<file path="config.mk">
export PLATFORM = sky130hd
export DESIGN_NAME = spi_target
export DESIGN_NICKNAME = d
export VERILOG_FILES = /design/src/rtl/spi_target_pkg.sv /design/src/rtl/spi_target_sync.sv /design/src/rtl/spi_target.sv
export SDC_FILE = /design/constraint.sdc
export NUM_CORES = 1
export LEC_CHECK = 0
export ABC_AREA = 1
export CAP_MARGIN = 10
export CORE_ASPECT_RATIO = 1.2
export CORE_MARGIN = 1.5
export CORE_UTILIZATION = 51
export DETAILED_ROUTE_END_ITERATION = 7
export PLACE_DENSITY_LB_ADDON = 0.25
export SYNTH_ARGS = -nofsm -noshare
export SYNTH_HDL_FRONTEND = slang
export SYNTH_HIERARCHICAL = 1
export SYNTH_SLANG_ARGS = --single-unit
</file>
<file path="constraint.sdc">
create_clock -name clk -period 1.47 [get_ports clk]
set_input_delay 0.2205 -clock clk [delete_from_list [all_inputs] [get_ports clk]]
set_output_delay 0.2205 -clock clk [all_outputs]
set_load 0.02 [all_outputs]
</file>
<file path="src/rtl/spi_target_pkg.sv">
// Shared types and constants for the SPI mode-0 target.
// Imported by the synchronizer and the top-level FSM.
package spi_target_pkg;

    typedef enum logic {
        IDLE   = 1'b0,
        ACTIVE = 1'b1
    } state_t;

    localparam int SPI_BITS = 8;
    localparam int CTR_W = $clog2(SPI_BITS);
    localparam logic [SPI_BITS-1:0] DEFAULT_DUMMY = 8'hff;

endpackage

</file>
<file path="src/rtl/spi_target_sync.sv">
// Two-flop synchronizer plus a third flop for edge detection.
// Level, rise and fall are all derived from the synchronized value.
module spi_target_sync
    import spi_target_pkg::*;
(
    input  logic clk,
    input  logic reset,
    input  logic din,
    output logic level,
    output logic rise,
    output logic fall
);

    logic s1;
    logic s2;
    logic s3;

    always_ff @(posedge clk or posedge reset) begin
        if (reset) begin
            s1 <= 1'b0;
            s2 <= 1'b0;
            s3 <= 1'b0;
        end else begin
            s1 <= din;
            s2 <= s1;
            s3 <= s2;
        end
    end

    assign level = s2;
    assign rise  = s2 & ~s3;
    assign fall  = ~s2 & s3;

endmodule

</file>
<file path="src/rtl/spi_target.sv">
// SPI mode-0 target: oversampled pins, byte shifters and
// valid/ready byte streams toward local logic.
module spi_target
    import spi_target_pkg::*;
#(
    parameter logic [SPI_BITS-1:0] DUMMY_BYTE = DEFAULT_DUMMY
) (
    input  logic                clk,
    input  logic                reset,
    input  logic                spi_cs,
    input  logic                spi_clk,
    input  logic                spi_mosi,
    output logic                spi_miso,
    output logic                spi_miso_oe,
    output logic [SPI_BITS-1:0] rx_data,
    output logic                rx_valid,
    input  logic                rx_ready,
    input  logic [SPI_BITS-1:0] tx_data,
    input  logic                tx_valid,
    output logic                tx_ready,
    output logic                rx_overrun,
    output logic                tx_underrun,
    input  logic                status_clr,
    output logic                active
);

    state_t              state;
    logic [CTR_W-1:0]    bit_ctr;
    logic [SPI_BITS-1:0] rx_shift;
    logic [SPI_BITS-1:0] tx_shift;

    logic cs_lvl, cs_rise, cs_fall;
    logic sclk_lvl, sclk_rise, sclk_fall;
    logic mosi_s, mosi_rise, mosi_fall;
    logic unused_sync;

    logic [SPI_BITS-1:0] next_tx;
    logic [SPI_BITS-1:0] rx_next;
    logic                last_bit;

    spi_target_sync u_cs (
        .clk   (clk),
        .reset (reset),
        .din   (spi_cs),
        .level (cs_lvl),
        .rise  (cs_rise),
        .fall  (cs_fall)
    );

    spi_target_sync u_sclk (
        .clk   (clk),
        .reset (reset),
        .din   (spi_clk),
        .level (sclk_lvl),
        .rise  (sclk_rise),
        .fall  (sclk_fall)
    );

    spi_target_sync u_mosi (
        .clk   (clk),
        .reset (reset),
        .din   (spi_mosi),
        .level (mosi_s),
        .rise  (mosi_rise),
        .fall  (mosi_fall)
    );

    assign unused_sync = ^{cs_lvl, sclk_lvl, mosi_rise, mosi_fall};

    assign next_tx  = tx_valid ? tx_data : DUMMY_BYTE;
    assign rx_next  = {rx_shift[SPI_BITS-2:0], mosi_s};
    assign last_bit = (bit_ctr == CTR_W'(SPI_BITS - 1));

    always_ff @(posedge clk or posedge reset) begin
        if (reset) begin
            state       <= IDLE;
            bit_ctr     <= '0;
            rx_shift    <= '0;
            tx_shift    <= '0;
            spi_miso    <= 1'b0;
            spi_miso_oe <= 1'b0;
            rx_data     <= '0;
            rx_valid    <= 1'b0;
            tx_ready    <= 1'b0;
            rx_overrun  <= 1'b0;
            tx_underrun <= 1'b0;
            active      <= 1'b0;
        end else begin
            tx_ready <= 1'b0;
            if (rx_valid && rx_ready)
                rx_valid <= 1'b0;
            // Flag sets below override this clear.
            if (status_clr) begin
                rx_overrun  <= 1'b0;
                tx_underrun <= 1'b0;
            end
            unique case (state)
                IDLE: begin
                    if (cs_fall) begin
                        state       <= ACTIVE;
                        bit_ctr     <= '0;
                        rx_shift    <= '0;
                        active      <= 1'b1;
                        spi_miso_oe <= 1'b1;
                        tx_shift    <= next_tx;
                        spi_miso    <= next_tx[SPI_BITS-1];
                        if (tx_valid)
                            tx_ready <= 1'b1;
                        else
                            tx_underrun <= 1'b1;
                    end
                end
                ACTIVE: begin
                    if (cs_rise) begin
                        state       <= IDLE;
                        bit_ctr     <= '0;
                        rx_shift    <= '0;
                        active      <= 1'b0;
                        spi_miso_oe <= 1'b0;
                        spi_miso    <= 1'b0;
                    end else if (sclk_rise) begin
                        rx_shift <= rx_next;
                        bit_ctr  <= bit_ctr + 1'b1;
                        if (last_bit) begin
                            if (!rx_valid || rx_ready) begin
                                rx_data  <= rx_next;
                                rx_valid <= 1'b1;
                            end else begin
                                rx_overrun <= 1'b1;
                            end
                        end
                    end else if (sclk_fall) begin
                        // Counter wrapped to zero: byte boundary.
                        if (bit_ctr == '0) begin
                            tx_shift <= next_tx;
                            spi_miso <= next_tx[SPI_BITS-1];
                            if (tx_valid)
                                tx_ready <= 1'b1;
                            else
                                tx_underrun <= 1'b1;
                        end else begin
                            tx_shift <= tx_shift << 1;
                            spi_miso <= tx_shift[SPI_BITS-2];
                        end
                    end
                end
            endcase
        end
    end

endmodule

</file>
==> metrics.md <==
| Metric | Value |
|---|---|
| Clock-pin slew on the worst setup and hold paths | roughly 0.12 ns |
| RR Startpoint | u_sclk/level |
| Flop pwr share | between 50% and 60% |
| Pwr dens | roughly 1200 mW/mm² |
| IO Port Bufs | 30 |
| CTS tree | yes |
| Reg2Reg Depth | 7 |
| Final design utilization | ~68% |
| Period Utilization, post-route | 91.8% |
| First-pass GRT wire length | 5130 µm |
| Routed WL per cell | 12.1 µm |
| Worst Path Max Fanout | 8 |
| Insertion delay to the later sink of the worst-skew pair | 0.35 ns |
| Minimum clock period after layout | roughly 1.3 ns |
| RSZ-0062 raised after global routing | no |
| Pint | 1.76 mW |
| Initial antenna violation count | 0 |
| Worst Setup Start Kind | flop |
| Combinational group share of total power | approximately 18% |
| HPWL Detailed | roughly 2200 µm |
| H-tree depth | 2 |
| Critical-path top delay cell | dfrtp_1 |
| Worst rel slew slack | 79.6% |
| Die X | between 50 and 60 µm |
| Cell Area, Synth | between 0.0015 and 0.002 mm² |
| Mean number of vias per cell | 5.01 |
| Post-route cell area | 0.00214 mm² |
| Critical path class | flop to flop |
| Clock share of power | 29.9% |
| Row count | 22 |
| Delay-heaviest family, CP | simple AND/OR/NAND/NOR gates |
| Fmax | 741 MHz |
| Outcome | finished clean |
| DR vias | 1287 |
| Number of top-level pins | 31 |
| Critical path's most frequent cell | inv_1 |
| Clk_skew | 0.00322 ns |
| Reg2reg end | rx_data[5] |
| Antenna viol nets, final | 0 |
| Peak VDD IR | 0.895 mV |
| Final Slew Violations | 0 |
| CTS Buf Count | 5 |
| Syn Nets | 203 |
| Hold Buf Count CTS | 0 |
| CTS Root Cell | clkbuf_4 |
| Worst EP arrival | approximately 1.6 ns |
| Syn Area/Cell | 9.30 µm² |
| CTS Sinks | 40 |
| Switching share of power | between 20% and 30% |
| Vias in the first global route | 1222 |
| Dpl cell area | 0.00206 mm² |
| Final setup violation count | 0 |
| ANT cells | 0 |
| Final #Nets | 239 |
| Drt total wl | between 3000 and 4000 µm |
| Static Leak | ~1.1 nW |
| Die Ht | approximately 66 µm |
| Final GP Congestion | 0.838 |
| # DRC | 0 |
| Synthesis-to-finish area growth | 25.1% |
| Worst R2R Setup Slack | 0.12 ns |
| Worst-Margin Slew | roughly 0.31 ns |
| Post-Synthesis Cells | 184 |
| Final hold vios | 0 |
| Worst path cell trace | inv_1 > nor2_1 > inv_1 > nor2_4 > nand3_4 > nand2_2 > o21ai_2 |
| GRT Total Usage | 18.4% |
| Die area | between 0.003 and 0.004 mm² |
| Critical path's largest stage delay | 0.39 ns |
| Initial Util | between 50% and 60% |
| Drt first pass iters | 4 |
| Pre-CTS worst setup slack | around 0.066 ns |
| Setup_tns | 0 ns |
| Max cap viols | 0 |
| Slack of the critical path | between 0.1 and 0.15 ns |
| Design Power | 2.50 mW |
| Total core area | 0.00314 mm² |
| Critical Path End Type | flop |
| Pin count of the biggest net entering global routing | 33 |
| Clk buf depth | 2 |
| Worst endpoint required time | 1.73 ns |
| Net Sw Power | 741 µW |
| Iter 0 DRT Violations | 44 |
| Share of layout cells above drive strength 1 | a little over an eighth |
| WP buf/inv | 2 |
| Worst min path class | input pin to async pin |
| GRT Residual Overflow | 0 |
| Synth warnings | 6 |
## per-layer routing
layer	global-route usage (%)	share of wire (%)
met2	31.3	48
met4	8.33	2.0
met1	21.2	46
met3	6.21	4.6
met5	0	0
## flip-flops by register name, indices dropped and copies added (netlist names)
name          flops
rx_valid          1
rx_overrun        1
u_sclk/s1         1
tx_shift          7
tx_underrun       1
u_sclk/level      1
u_cs/level        1
u_cs/s1           1
active            1
rx_shift          7
u_mosi/level      1
tx_ready          1
spi_miso          1
u_sclk/s3         1
state             1
u_cs/s3           1
bit_ctr           3
u_mosi/s1         1
rx_data           8
## worst register-to-register path, delay by kind of cell (launching register included)
| family | cells | cell delay [ns] |
|---|---|---|
| AO/OA/AOI/OAI | 1 | 0.05 |
| buffers and inverters | 2 | 0.14 |
| flip-flops | 1 | 0.39 |
| AND/OR/NAND/NOR | 4 | 0.67 |
## worst max-delay path by stage
stage | from | depth (start not counted) | to | slack (ns)
after detailed placement | bit_ctr[0] | 6 | tx_shift[6] | 0.07
after CTS | bit_ctr[0] | 6 | tx_shift[6] | 0.04
after global routing | bit_ctr[0] | 6 | tx_shift[4] | 0.004
after global placement | rx_ready | 6 | rx_data[7] | 0.1
final | u_sclk/level | 7 | rx_data[5] | 0.12
after floorplan | bit_ctr[0] | 7 | tx_shift[1] | 0.22
## stage by stage
stage	hold WS, ns	std cells
after floorplan	-0.0383	184
after global placement	0.335	248
after detailed placement	0.338	248
after CTS	0.0769	256
after global routing	0.0769	257
final	0.0864	257
## area by class of cell
cell class              count  area [µm²]
clock buffers               5        37.5
inverters                  35         131
repair buffers             32         309
flip-flops and latches     40        1000
clock inverters             3        46.3
multi-input cells         106         572
well taps                  36        45.0
fillers                   272         996
## layout by cell type, fill, tap and decap left out, drive strengths merged
master	instances
clkinvlp	1
buf	2
a21oi	1
inv	36
clkbuf	5
nor2	19
nand2	49
nand3	3
o211ai	8
o22ai	7
ha	3
bufinv	1
clkdlybuf4s50	15
o21ai	16
dlygate4sd2	15
dfrtp	40
## repair_timing
action | in CTS | in global routing
setup endpoints to repair | 15 | 13
endpoints found under the hold margin | 0 | 0
cloned | 0 | 1
pin swaps | 0 | 1
gates resized for setup | 15 | 3
buffers inserted | 0 | 0
## power groups by stage
stage          clock network, mW  registers [mW]  logic (mW)
2_1_floorplan                  0            1.33       0.276
3_3_place_gp                   0            1.32       0.453
3_5_place_dp                   0            1.32       0.471
4_1_cts                    0.767            1.30       0.450
5_1_grt                    0.818            1.32       0.506
6_report                   0.747            1.31       0.448
Power figures use the tool's default switching activity.
